$ cat src/rtl/cabac_bae_bits_ctrl_if.sv
// cabac_bae_bits_ctrl_if: beat input and byte output handshake bundle of the BAE bit-output controller
interface cabac_bae_bits_ctrl_if;
   logic       in_valid;
   logic       in_ready;
   logic [2:0] bits_num;
   logic [4:0] bits;
   logic       carry;
   logic       flush;
   logic       out_valid;
   logic [7:0] out_byte;
   logic       out_ready;
   logic       done;
   logic       err;
   modport master (output in_valid, bits_num, bits, carry, flush, out_ready,
                   input  in_ready, out_valid, out_byte, done, err);
   modport slave  (input  in_valid, bits_num, bits, carry, flush, out_ready,
                   output in_ready, out_valid, out_byte, done, err);
endinterface

$ cat src/rtl/cabac_bae_bits_ctrl.sv
// cabac_bae_bits_ctrl: resolves BAE carries into buffered byte + 0xFF run and emits packed bytes
// Optional macro CABAC_BAE_BITS_ERR_EN enables the sticky protocol error flag.
module cabac_bae_bits_ctrl #(
   parameter int FF_CNT_W = 16
) (
   input logic                  clk,
   input logic                  rst_n,
   cabac_bae_bits_ctrl_if.slave s
);
   typedef enum logic [2:0] {IDLE, EMIT_BUF, EMIT_RUN, LOAD, FLUSH_LAST} state_t;
   state_t              state;
   logic [6:0]          partial, np;
   logic [2:0]          part_cnt, n;
   logic [7:0]          buf_byte, nxt_byte, mask, cp, pad, cb;
   logic [4:0]          bmask;
   logic [15:0]         cat;
   logic [3:0]          tot, sh;
   logic [FF_CNT_W-1:0] ff_cnt;
   logic                buf_vld, run_carry, flushing, fdrain, has_last;
   logic                ovf, cmp, rc_n, take, fstep, run_end, fin, ff_full;
   assign s.in_ready = (state == IDLE) && !flushing;
   // Beat datapath: carry into the partial bits, append new bits, extract a completed byte
   always_comb begin
      n = (s.bits_num > 3'd5) ? 3'd5 : s.bits_num;
      mask = (8'd1 << part_cnt) - 8'd1;
      ovf = s.carry && (({1'b0, partial} & mask) == mask);
      cp = s.carry ? (({1'b0, partial} + 8'd1) & mask) : {1'b0, partial};
      bmask = 5'((6'd1 << n) - 6'd1);
      cat = ({8'd0, cp} << n) | {11'd0, s.bits & bmask};
      tot = {1'b0, part_cnt} + {1'b0, n};
      cmp = tot >= 4'd8;
      sh = cmp ? tot - 4'd8 : 4'd0;
      cb = 8'(cat >> sh);
      np = cmp ? 7'(cat & ((16'd1 << sh) - 16'd1)) : cat[6:0];
      rc_n = run_carry | ovf;
      pad = {1'b0, partial} << (4'd8 - {1'b0, part_cnt});
      take = (state == IDLE) && !flushing && s.in_valid;
      fstep = (state == IDLE) && (flushing || (s.flush && !s.in_valid));
      ff_full = &ff_cnt;
      run_end = (state == EMIT_BUF) ? (ff_cnt == '0) : (ff_cnt == FF_CNT_W'(1));
      fin = (fstep && part_cnt == 3'd0 && !buf_vld) ||
            (s.out_ready && ((state == FLUSH_LAST) ||
             ((state == EMIT_BUF || state == EMIT_RUN) && run_end && fdrain && !has_last)));
   end
   // Control FSM: absorb beats, emit buffered byte and run, reload or finish a flush
   always_ff @(posedge clk or negedge rst_n) begin
      if (!rst_n) begin
         state       <= IDLE;
         partial     <= '0;
         part_cnt    <= '0;
         buf_byte    <= '0;
         nxt_byte    <= '0;
         buf_vld     <= 1'b0;
         ff_cnt      <= '0;
         run_carry   <= 1'b0;
         flushing    <= 1'b0;
         fdrain      <= 1'b0;
         has_last    <= 1'b0;
         s.out_valid <= 1'b0;
         s.out_byte  <= '0;
         s.done      <= 1'b0;
      end else begin
         s.done <= fin;
         case (state)
            IDLE: begin
               if (fstep) begin
                  flushing    <= 1'b1;
                  fdrain      <= 1'b1;
                  partial     <= '0;
                  part_cnt    <= '0;
                  has_last    <= buf_vld && part_cnt != 3'd0;
                  nxt_byte    <= pad;
                  if (!buf_vld) buf_byte <= pad;
                  state       <= EMIT_BUF;
                  s.out_valid <= 1'b1;
                  s.out_byte  <= buf_vld ? buf_byte + {7'd0, run_carry} : pad;
               end else if (take) begin
                  partial   <= np;
                  part_cnt  <= cmp ? sh[2:0] : tot[2:0];
                  run_carry <= rc_n;
                  flushing  <= s.flush;
                  if (cmp && !buf_vld) begin
                     buf_byte <= cb;
                     buf_vld  <= 1'b1;
                  end else if (cmp && cb == 8'hFF && !rc_n) begin
                     ff_cnt <= ff_full ? ff_cnt : ff_cnt + FF_CNT_W'(1);
                  end else if (cmp) begin
                     nxt_byte    <= cb;
                     state       <= EMIT_BUF;
                     s.out_valid <= 1'b1;
                     s.out_byte  <= buf_byte + {7'd0, rc_n};
                  end
               end
            end
            EMIT_BUF, EMIT_RUN: begin
               if (s.out_ready) begin
                  if (state == EMIT_RUN) ff_cnt <= ff_cnt - FF_CNT_W'(1);
                  if (!run_end) begin
                     state      <= EMIT_RUN;
                     s.out_byte <= run_carry ? 8'h00 : 8'hFF;
                  end else if (!fdrain) begin
                     state       <= LOAD;
                     s.out_valid <= 1'b0;
                  end else begin
                     state      <= FLUSH_LAST;
                     s.out_byte <= nxt_byte;
                  end
               end
            end
            LOAD: begin
               buf_byte  <= nxt_byte;
               run_carry <= 1'b0;
               state     <= IDLE;
            end
            default: ;
         endcase
         if (fin) begin
            state       <= IDLE;
            partial     <= '0;
            part_cnt    <= '0;
            buf_byte    <= '0;
            buf_vld     <= 1'b0;
            ff_cnt      <= '0;
            run_carry   <= 1'b0;
            flushing    <= 1'b0;
            fdrain      <= 1'b0;
            has_last    <= 1'b0;
            s.out_valid <= 1'b0;
            s.out_byte  <= '0;
         end
      end
   end
`ifdef CABAC_BAE_BITS_ERR_EN
   // Sticky error on double/orphan carry overflow, oversized beat or run counter saturation
   always_ff @(posedge clk or negedge rst_n) begin
      if (!rst_n) s.err <= 1'b0;
      else if (take && (s.bits_num > 3'd5 || (ovf && (run_carry || !buf_vld)) ||
                        (cmp && buf_vld && cb == 8'hFF && !rc_n && ff_full))) s.err <= 1'b1;
   end
`else
   assign s.err = 1'b0;
`endif
endmodule

$ cat src/flat_wrapper.sv
// flat-port wrapper written by rule: the top's interface ports become plain ports
module cabac_bae_bits_ctrl_flat 
#(
   parameter int FF_CNT_W = 16
)
  (clk, rst_n, s_in_valid, s_bits_num, s_bits, s_carry, s_flush, s_out_ready, s_in_ready, s_out_valid, s_out_byte, s_done, s_err);
  cabac_bae_bits_ctrl_if s_i ();
  input logic clk;
  input logic rst_n;
  input wire logic [$bits(s_i.in_valid)-1:0] s_in_valid;
  input wire logic [$bits(s_i.bits_num)-1:0] s_bits_num;
  input wire logic [$bits(s_i.bits)-1:0] s_bits;
  input wire logic [$bits(s_i.carry)-1:0] s_carry;
  input wire logic [$bits(s_i.flush)-1:0] s_flush;
  input wire logic [$bits(s_i.out_ready)-1:0] s_out_ready;
  output wire logic [$bits(s_i.in_ready)-1:0] s_in_ready;
  output wire logic [$bits(s_i.out_valid)-1:0] s_out_valid;
  output wire logic [$bits(s_i.out_byte)-1:0] s_out_byte;
  output wire logic [$bits(s_i.done)-1:0] s_done;
  output wire logic [$bits(s_i.err)-1:0] s_err;
  assign s_i.in_valid = s_in_valid;
  assign s_i.bits_num = s_bits_num;
  assign s_i.bits = s_bits;
  assign s_i.carry = s_carry;
  assign s_i.flush = s_flush;
  assign s_i.out_ready = s_out_ready;
  assign s_in_ready = s_i.in_ready;
  assign s_out_valid = s_i.out_valid;
  assign s_out_byte = s_i.out_byte;
  assign s_done = s_i.done;
  assign s_err = s_i.err;
  cabac_bae_bits_ctrl #(.FF_CNT_W(FF_CNT_W)) u_core (.clk(clk), .rst_n(rst_n), .s(s_i));
endmodule
$ cat config.mk
export PLATFORM = sky130hd
export DESIGN_NAME = cabac_bae_bits_ctrl_flat
export DESIGN_NICKNAME = d
export VERILOG_FILES = /design/src/rtl/cabac_bae_bits_ctrl_if.sv /design/src/rtl/cabac_bae_bits_ctrl.sv /design/src/flat_wrapper.sv
export SDC_FILE = /design/constraint.sdc
export NUM_CORES = 1
export LEC_CHECK = 0
export BUFFER_PORTS_ARGS = -buffer_cell sky130_fd_sc_hd__clkbuf_2
export CAP_MARGIN = 20
export CORE_UTILIZATION = 51
export DETAILED_ROUTE_END_ITERATION = 8
export HOLD_SLACK_MARGIN = 0.12
export PLACE_DENSITY = 0.76
export SYNTH_ARGS = -nofsm -noshare
export SYNTH_HDL_FRONTEND = slang
export SYNTH_SLANG_ARGS = --single-unit
$ cat constraint.sdc
create_clock -name clk -period 6.3 [get_ports clk]
set_input_delay 0.63 -clock clk [delete_from_list [all_inputs] [get_ports clk]]
set_output_delay 0.63 -clock clk [all_outputs]
set_load 0.05 [all_outputs]
== After elaboration in Yosys (flattened, before gate mapping) ==
Cells that the tools add are included.

* Input bits: 14
* Word-level logic and storage cells: 200
* Flip-flop bits (word level): 60
* Output and inout bits: 12

* Shift-type cells: 6
* Reduce and logical (&&, ||, !) cells: 50
* Multiplexer cells: 85
* Add/sub/neg operators: 11
* Equality and inequality tests: 26
* Bitwise operators: 6
* Magnitude comparators: 2

{| class="wikitable"
|+ Operator list
! cell !! count
|-
| two-way mux 8 bit || 22
|-
| two-way mux 16 bit || 8
|-
| two-way mux 3 bit || 15
|-
| two-way mux 7 bit || 5
|-
| case mux 16 bit (2 select lines) || 1
|-
| case mux 8 bit (2 select lines) || 2
|-
| two-way mux 1 bit || 28
|-
| adder 16 x 1 -> 16 bit, second input constant || 1
|-
| adder 8 x 1 -> 8 bit || 2
|-
| equality test 16 x 1 -> 1 bit, second input constant || 1
|-
| zero test 16 bit || 1
|-
| OR 16 x 5 -> 16 bit || 1
|-
| AND reduction 16 bit || 1
|-
| AND reduction 8 bit || 2
|-
| << shifter 8 x 3 -> 16 bit || 1
|-
| >> shifter 16 x 4 -> 8 bit || 1
|-
| subtractor 16 x 1 -> 16 bit, second input constant || 1
|-
| logical AND 1 bit || 15
|-
| != test 3 x 2 -> 1 bit, second input constant || 4
|-
| != test 4 x 2 -> 1 bit, second input constant || 3
|-
| nonzero test 2 bit || 6
|-
| nonzero test 3 bit || 4
|-
| != test 3 x 1 -> 1 bit, second input constant || 3
|-
| case mux 3 bit (3 select lines) || 1
|-
| other kinds (42) || 57
|}

== Logic depth before layout (Yosys ltp) ==
* Depth after elaboration: 16
* Mapped depth: 20
* Mapped depth without buffers: 17

== Worst setup path after synthesis ==
Ideal clock, no wire load.

* Path type: input-to-reg
* Start point: in s_bits_num[1]
* End point: reg u_core.nxt_byte[4]
* Setup slack: 2.021 ns
* Library setup time: 0.128 ns
* Stages on the path: 15
* Buffers on the path: 5
* Data arrival time: 4.151 ns
* Data required time: 6.172 ns
* Path through: buf_2 a21oi_4 inv_2 buf_2 ha_1 clkbuf_1 inv_1 nor2_1 clkbuf_1 o21ai_1 a2111oi_0 nor4_2 a21oi_2 buf_2 mux2_1

* Cells in the longest elaborated chain, start to end: 12
* Elaborated cells between the ends (all ways): 25

{| class="wikitable"
|+ RTL lines
! element !! line !! source
|-
| start: declaration || flat_wrapper.sv:11 || <nowiki>input wire logic [$bits(s_i.bits_num)-1:0] s_bits_num;</nowiki>
|-
| > comparator 3 bit || cabac_bae_bits_ctrl.sv:24 || <nowiki>n = (s.bits_num > 3'd5) ? 3'd5 : s.bits_num;</nowiki>
|-
| two-way mux 3 bit (*) || cabac_bae_bits_ctrl.sv:24 ||
|-
| parallel branches: the longest is 10 deep, another holds adder 3 x 3 -> 4 bit || - ||
|-
| end signal: assignment || cabac_bae_bits_ctrl.sv:72 || <nowiki>nxt_byte <= pad;</nowiki>
|-
| end: declaration || cabac_bae_bits_ctrl.sv:14 || <nowiki>logic [7:0] buf_byte, nxt_byte, mask, cp, pad, cb;</nowiki>
|}

Mark *: on every way between the ends. The select of a mux whose other input is x is not followed.
A chain may end at the register's enable or synchronous reset.

== Worst setup path after layout ==
* Start point: reg u_core.part_cnt[0]
* End point: reg u_core.ff_cnt[5]

* Cells in the longest elaborated chain, start to end: 12
* Elaborated cells between the ends (all ways): 34

{| class="wikitable"
|+ RTL lines
! element !! line !! source
|-
| start: declaration || cabac_bae_bits_ctrl.sv:13 || <nowiki>logic [2:0] part_cnt, n;</nowiki>
|-
| start signal: assignment || cabac_bae_bits_ctrl.sv:79 || <nowiki>part_cnt <= cmp ? sh[2:0] : tot[2:0];</nowiki>
|-
| << shifter 1 x 3 -> 8 bit || cabac_bae_bits_ctrl.sv:25 || <nowiki>mask = (8'd1 << part_cnt) - 8'd1;</nowiki>
|-
| subtractor 8 x 1 -> 8 bit || cabac_bae_bits_ctrl.sv:25 ||
|-
| bitwise AND 8 bit || cabac_bae_bits_ctrl.sv:27 || <nowiki>cp = s.carry ? (({1'b0, partial} + 8'd1) & mask) : {1'b0, partial};</nowiki>
|-
| two-way mux 8 bit || cabac_bae_bits_ctrl.sv:27 ||
|-
| << shifter 8 x 3 -> 16 bit || cabac_bae_bits_ctrl.sv:29 || <nowiki>cat = ({8'd0, cp} << n) | {11'd0, s.bits & bmask};</nowiki>
|-
| OR 16 x 5 -> 16 bit || cabac_bae_bits_ctrl.sv:29 ||
|-
| >> shifter 16 x 4 -> 8 bit || cabac_bae_bits_ctrl.sv:33 || <nowiki>cb = 8'(cat >> sh);</nowiki>
|-
| equality test 8 bit || cabac_bae_bits_ctrl.sv:85 || <nowiki>end else if (cmp && cb == 8'hFF && !rc_n) begin</nowiki>
|-
| logical AND 1 bit (2 in series) || cabac_bae_bits_ctrl.sv:85 ||
|-
| != test 3 x 2 -> 1 bit (no source line) || - ||
|-
| AND reduction 8 bit (no source line) || - ||
|-
| end signal: assignment || cabac_bae_bits_ctrl.sv:86 || <nowiki>ff_cnt <= ff_full ? ff_cnt : ff_cnt + FF_CNT_W'(1);</nowiki>
|-
| end signal: assignment || cabac_bae_bits_ctrl.sv:97 || <nowiki>if (state == EMIT_RUN) ff_cnt <= ff_cnt - FF_CNT_W'(1);</nowiki>
|-
| end: declaration || cabac_bae_bits_ctrl.sv:18 || <nowiki>logic [FF_CNT_W-1:0] ff_cnt;</nowiki>
|}

Several ways; a longest one is shown, not always the timed one.

==> impl.org <==
** Status
- Status :: complete, no violations

** Worst setup path
- Data arrives at the worst endpoint at 5620 ps.
- Reg2reg path depth :: 14
- Max stage delay cell, worst path :: dfrtp_1
- The worst setup path is captured at a flop.
- Delay of the slowest cell on the worst path :: 730 ps
- Startpoint kind of the worst setup timing path :: flop
- Crit Path Class :: reg -> reg
- Critical-path cell list :: inv_1 > ha_1 > ha_1 > nor4_1 > mux2i_1 > and2_1 > a22oi_1 > a221o_1 > o21ai_1 > a2111oi_0 > nor4_2 > a21oi_2 > or3_1 > a21oi_1
- Along the worst path, the maximum fanout reaches 18.
- Counting stages on the worst path, the most repeated cell is ha_1.
- Critical path data required time :: 6550 ps

** STA
- Post-layout minimum cycle time :: 5366 ps
- The final count of hold timing violations was 0.
- Achievable frequency :: 186.3 MHz
- Measured against its own limit, the worst slew margin works out to 34.16%.
- Setup violations remaining at the end of the flow were counted as 0.
- Hold timing on the final database bottoms out at a slack of 149.8 ps.
- On the final layout, the worst clock skew is 13.02 ps.
- For the final routed database, the setup TNS stands at 0 ps.
- Once routing completed, OpenROAD measured the worst setup slack at 933.6 ps.
- Worst-Margin Slew :: 984.0 ps
- Setup repair after global routing left no endpoint under its margin.
- The number of pins with negative max-slew slack in the final report came to 0.
- Crit share post-route :: 85.18%

** Synthesis
- Average instance area after synthesis :: 7.682 um2
- Synth warn :: 0
- Counting flops and latches in the post-synthesis netlist gives 60.
- Of all cell types, the one taking the most synthesized area is dfrtp_1.
- Netlist cell types :: 78
- Of the post-synthesis cell area, the dominant cell type holds 26.74%.
- In this run the cell area of the synthesized design comes to 0.005615 mm2.
- Leading cell types by total area after synthesis :: dfrtp_1 (27%), a21oi_1 (5.1%), nand2_1 (4.8%)
- Main synth FF type :: dfrtp_1
- Net count of the mapped netlist :: 764
- Most common cell in the synthesized netlist :: nand2_1
- Sequential elements use 26.74% of the synthesized area.
- Post-synthesis instance total :: 731
- The synthesized design contains 0 enable-type register cells.
- Share of flip-flops with an asynchronous set or reset after synthesis :: 100.0%
- Commonest cells in the synthesized netlist :: nand2_1 (72), nor2_1 (69), dfrtp_1 (60)

** Placed design
- Post-detailed-placement half-perimeter wirelength :: 12.26 mm
- OpenSTA, run right after detailed placement, puts the worst setup slack at 941.9 ps.
- Port buffering added 24 buffers.
- Routability Congestion :: 1.004
- Cell count after placement :: 844

** GRT
- The first global-routing pass estimated 27.17 mm of wire.
- Met3 Track Usage GR :: 4.620%
- Number of global-route vias before repair :: 5,424
- Antenna violations before repair :: 0
- Total gr overflow :: 0
- Busiest layer in global routing :: met2
- Maximum number of pins on one net before global-route repair :: 51
- Overall global routing resource usage :: 30.00%
- Met1 track demand over resource in global routing :: 38.71%
- Met2 Resource Use GR :: 48.89%

** CTS
- # clock sinks :: 60
- Library cell used as clock root buffer :: clkbuf_8
- Clock tree from TritonCTS :: built
- TritonCTS created 9 clock buffers.
- Number of buffers inserted by post-CTS setup repair :: 0
- Clock-pin slew was measured on the worst setup and hold paths at 70 ps.
- Maximum buffer depth of the clock tree :: 2
- Hold Buf Count CTS :: 0
- Clock latency on the worst-skew pair :: 340 ps
- H-Tree Depth :: 3
- Once the clock tree was built, the resizer swapped 0 gates to a different size.

** Die
- The die covers 0.01143 mm2.
- Core box area :: 0.01051 mm2
- Die span in x :: 106.9 um
- Num ports :: 26
- For this configuration, the core starts out at a cell density of 53.43%.
- The die is 106.9 um tall.
- In this run the core area contains 37 standard-cell rows.

** Power and ir drop
- Leakage power figure :: 2.364 nW
- Peak supply drop :: 0.0003188 V
- Sequential cells burn 24.3% of the power.
- Per report_power, the combinational group accounts for 65.0% of the total.
- The design draws 3.292 mW.
- In this run the power spent charging and discharging nets is 1.800 mW.
- Power density of the placed cells :: 556.8 mW/mm2
- The share of total power dissipated in the clock network is 10.7%.
- Internal Power :: 1.491 mW
- Net switching is 54.69% of the power.

** Finish
- Cells with a size suffix above 1 make up 9.254% of the layout.
- For this run, the post-layout net count is 752.
- The finished layout holds 860 standard cells, fillers aside.
- Diode insertion count for antenna repair :: 0
- Compared with the post-synthesis result, the final layout area differs by 5.281%.

** Routing
- Routed WL per cell :: 19.15 um
- For this run, the detailed router's first-pass iteration total came to 7.
- DR vias/cell :: 6.714
- Residual DRC :: 0
- Vias after detailed routing :: 5,774
- The final layout contains routed wiring with a total length of 16.47 mm.
- After the first detailed-routing iteration, the DRC count stood at 515.
- Post-route ant nets :: 0

** Run
- Max-cap check violation count :: 0

** Min path
- The worst hold path belongs to the class in -> async.
## final timing paths
path	start	slack, ps	to
max	u_core.part_cnt[0]	930	u_core.ff_cnt[5]
min	rst_n	150	u_core.ff_cnt[8]
max reg2reg	u_core.part_cnt[0]	930	u_core.ff_cnt[5]
min reg2reg	u_core.buf_byte[0]	530	u_core.buf_byte[0]
max in group asynchronous	rst_n	5210	u_core.part_cnt[2]
min in group clk	u_core.buf_byte[0]	530	u_core.buf_byte[0]
## routing by layer
metal  vias up  part of all wire, %
met1      2722                   42
met5         -                    0
li1       2725                    -
met3        54                  7.2
met2       273                   47
met4         0                  3.6
## logic make-up after synthesis
logic type | share of synthesized area (%)
buf+inv | 5.615
other cells | 0.06678
fa+ha+maj | 4.367
flops | 26.74
simple gates | 24.44
xor+xnor | 3.119
mux | 5.659
compound gates | 29.99
## final cells by class
type / instances / area, um2
Multi-Input combinational cell: 597 / 3799
Timing Repair Buffer: 29 / 157.7
Sequential cell: 60 / 1501
Fill cell: 961 / 4597
Tap cell: 136 / 170.2
Clock inverter: 6 / 63.81
Clock buffer: 10 / 137.6
Inverter: 22 / 82.58
## power groups by stage
stage | sequential (mW) | clock [mW] | combinational [mW]
after floorplan | 0.770 | 0 | 1.64
after global placement | 0.782 | 0 | 2.06
after detailed placement | 0.796 | 0 | 2.10
after CTS | 0.788 | 0.356 | 2.11
after global routing | 0.827 | 0.370 | 2.37
final | 0.799 | 0.352 | 2.14
## through the flow
stage	util, %	instance area [um2]
after floorplan	-	5615
after global placement	54.34	5710
after detailed placement	54.34	5710
after CTS	56.26	5912
after global routing	56.26	5912
final	56.26	5912
## registers in the layout (all words and copies together), names as in the netlist
name / flops
u_core.buf_vld: 1
u_core.s.out_valid: 1
u_core.run_carry: 1
u_core.s.done: 1
u_core.ff_cnt: 16
u_core.s.out_byte: 8
u_core.fdrain: 1
u_core.partial: 7
u_core.has_last: 1
u_core.buf_byte: 8
u_core.flushing: 1
u_core.state: 3
u_core.nxt_byte: 8
u_core.part_cnt: 3
## cell usage in the layout, fill, tap and decap left out, types with 6 or more instances in the layout
cell type  Yosys  routed
nand2_1       72      72
nor2_1        69      69
dfrtp_1       60      60
a21oi_1       57      57
o21ai_0       44      44
nand3_1       29      29
nor3_1        27      27
o211ai_1      24      24
clkbuf_2       0      24
inv_1         21      21
or3_1         19      19
ha_1          18      18
a31oi_1       16      16
mux2i_1       16      16
nand2b_1      14      14
o21ai_1       14      14
xnor2_1       12      12
a211oi_1      10      10
nand4_1       10      10
clkbuf_8       0      10
o311a_1        9       9
o221ai_1       9       9
xor2_1         8       8
and2_1         8       8
o31ai_1        7       7
mux2_1         7       7
o21a_1         6       6
o22ai_1        6       6
## critical path, delay by kind of cell (launching register included)
family / cells / cell delay, ps
and+or+nand+nor: 4 / 1760
AOI/OAI and AO/OA: 6 / 1390
DFF: 1 / 730
muxes: 1 / 610
adders and majority gates: 2 / 570
buffers and inverters: 1 / 210
No activity file was read; power rests on OpenSTA's default activity.
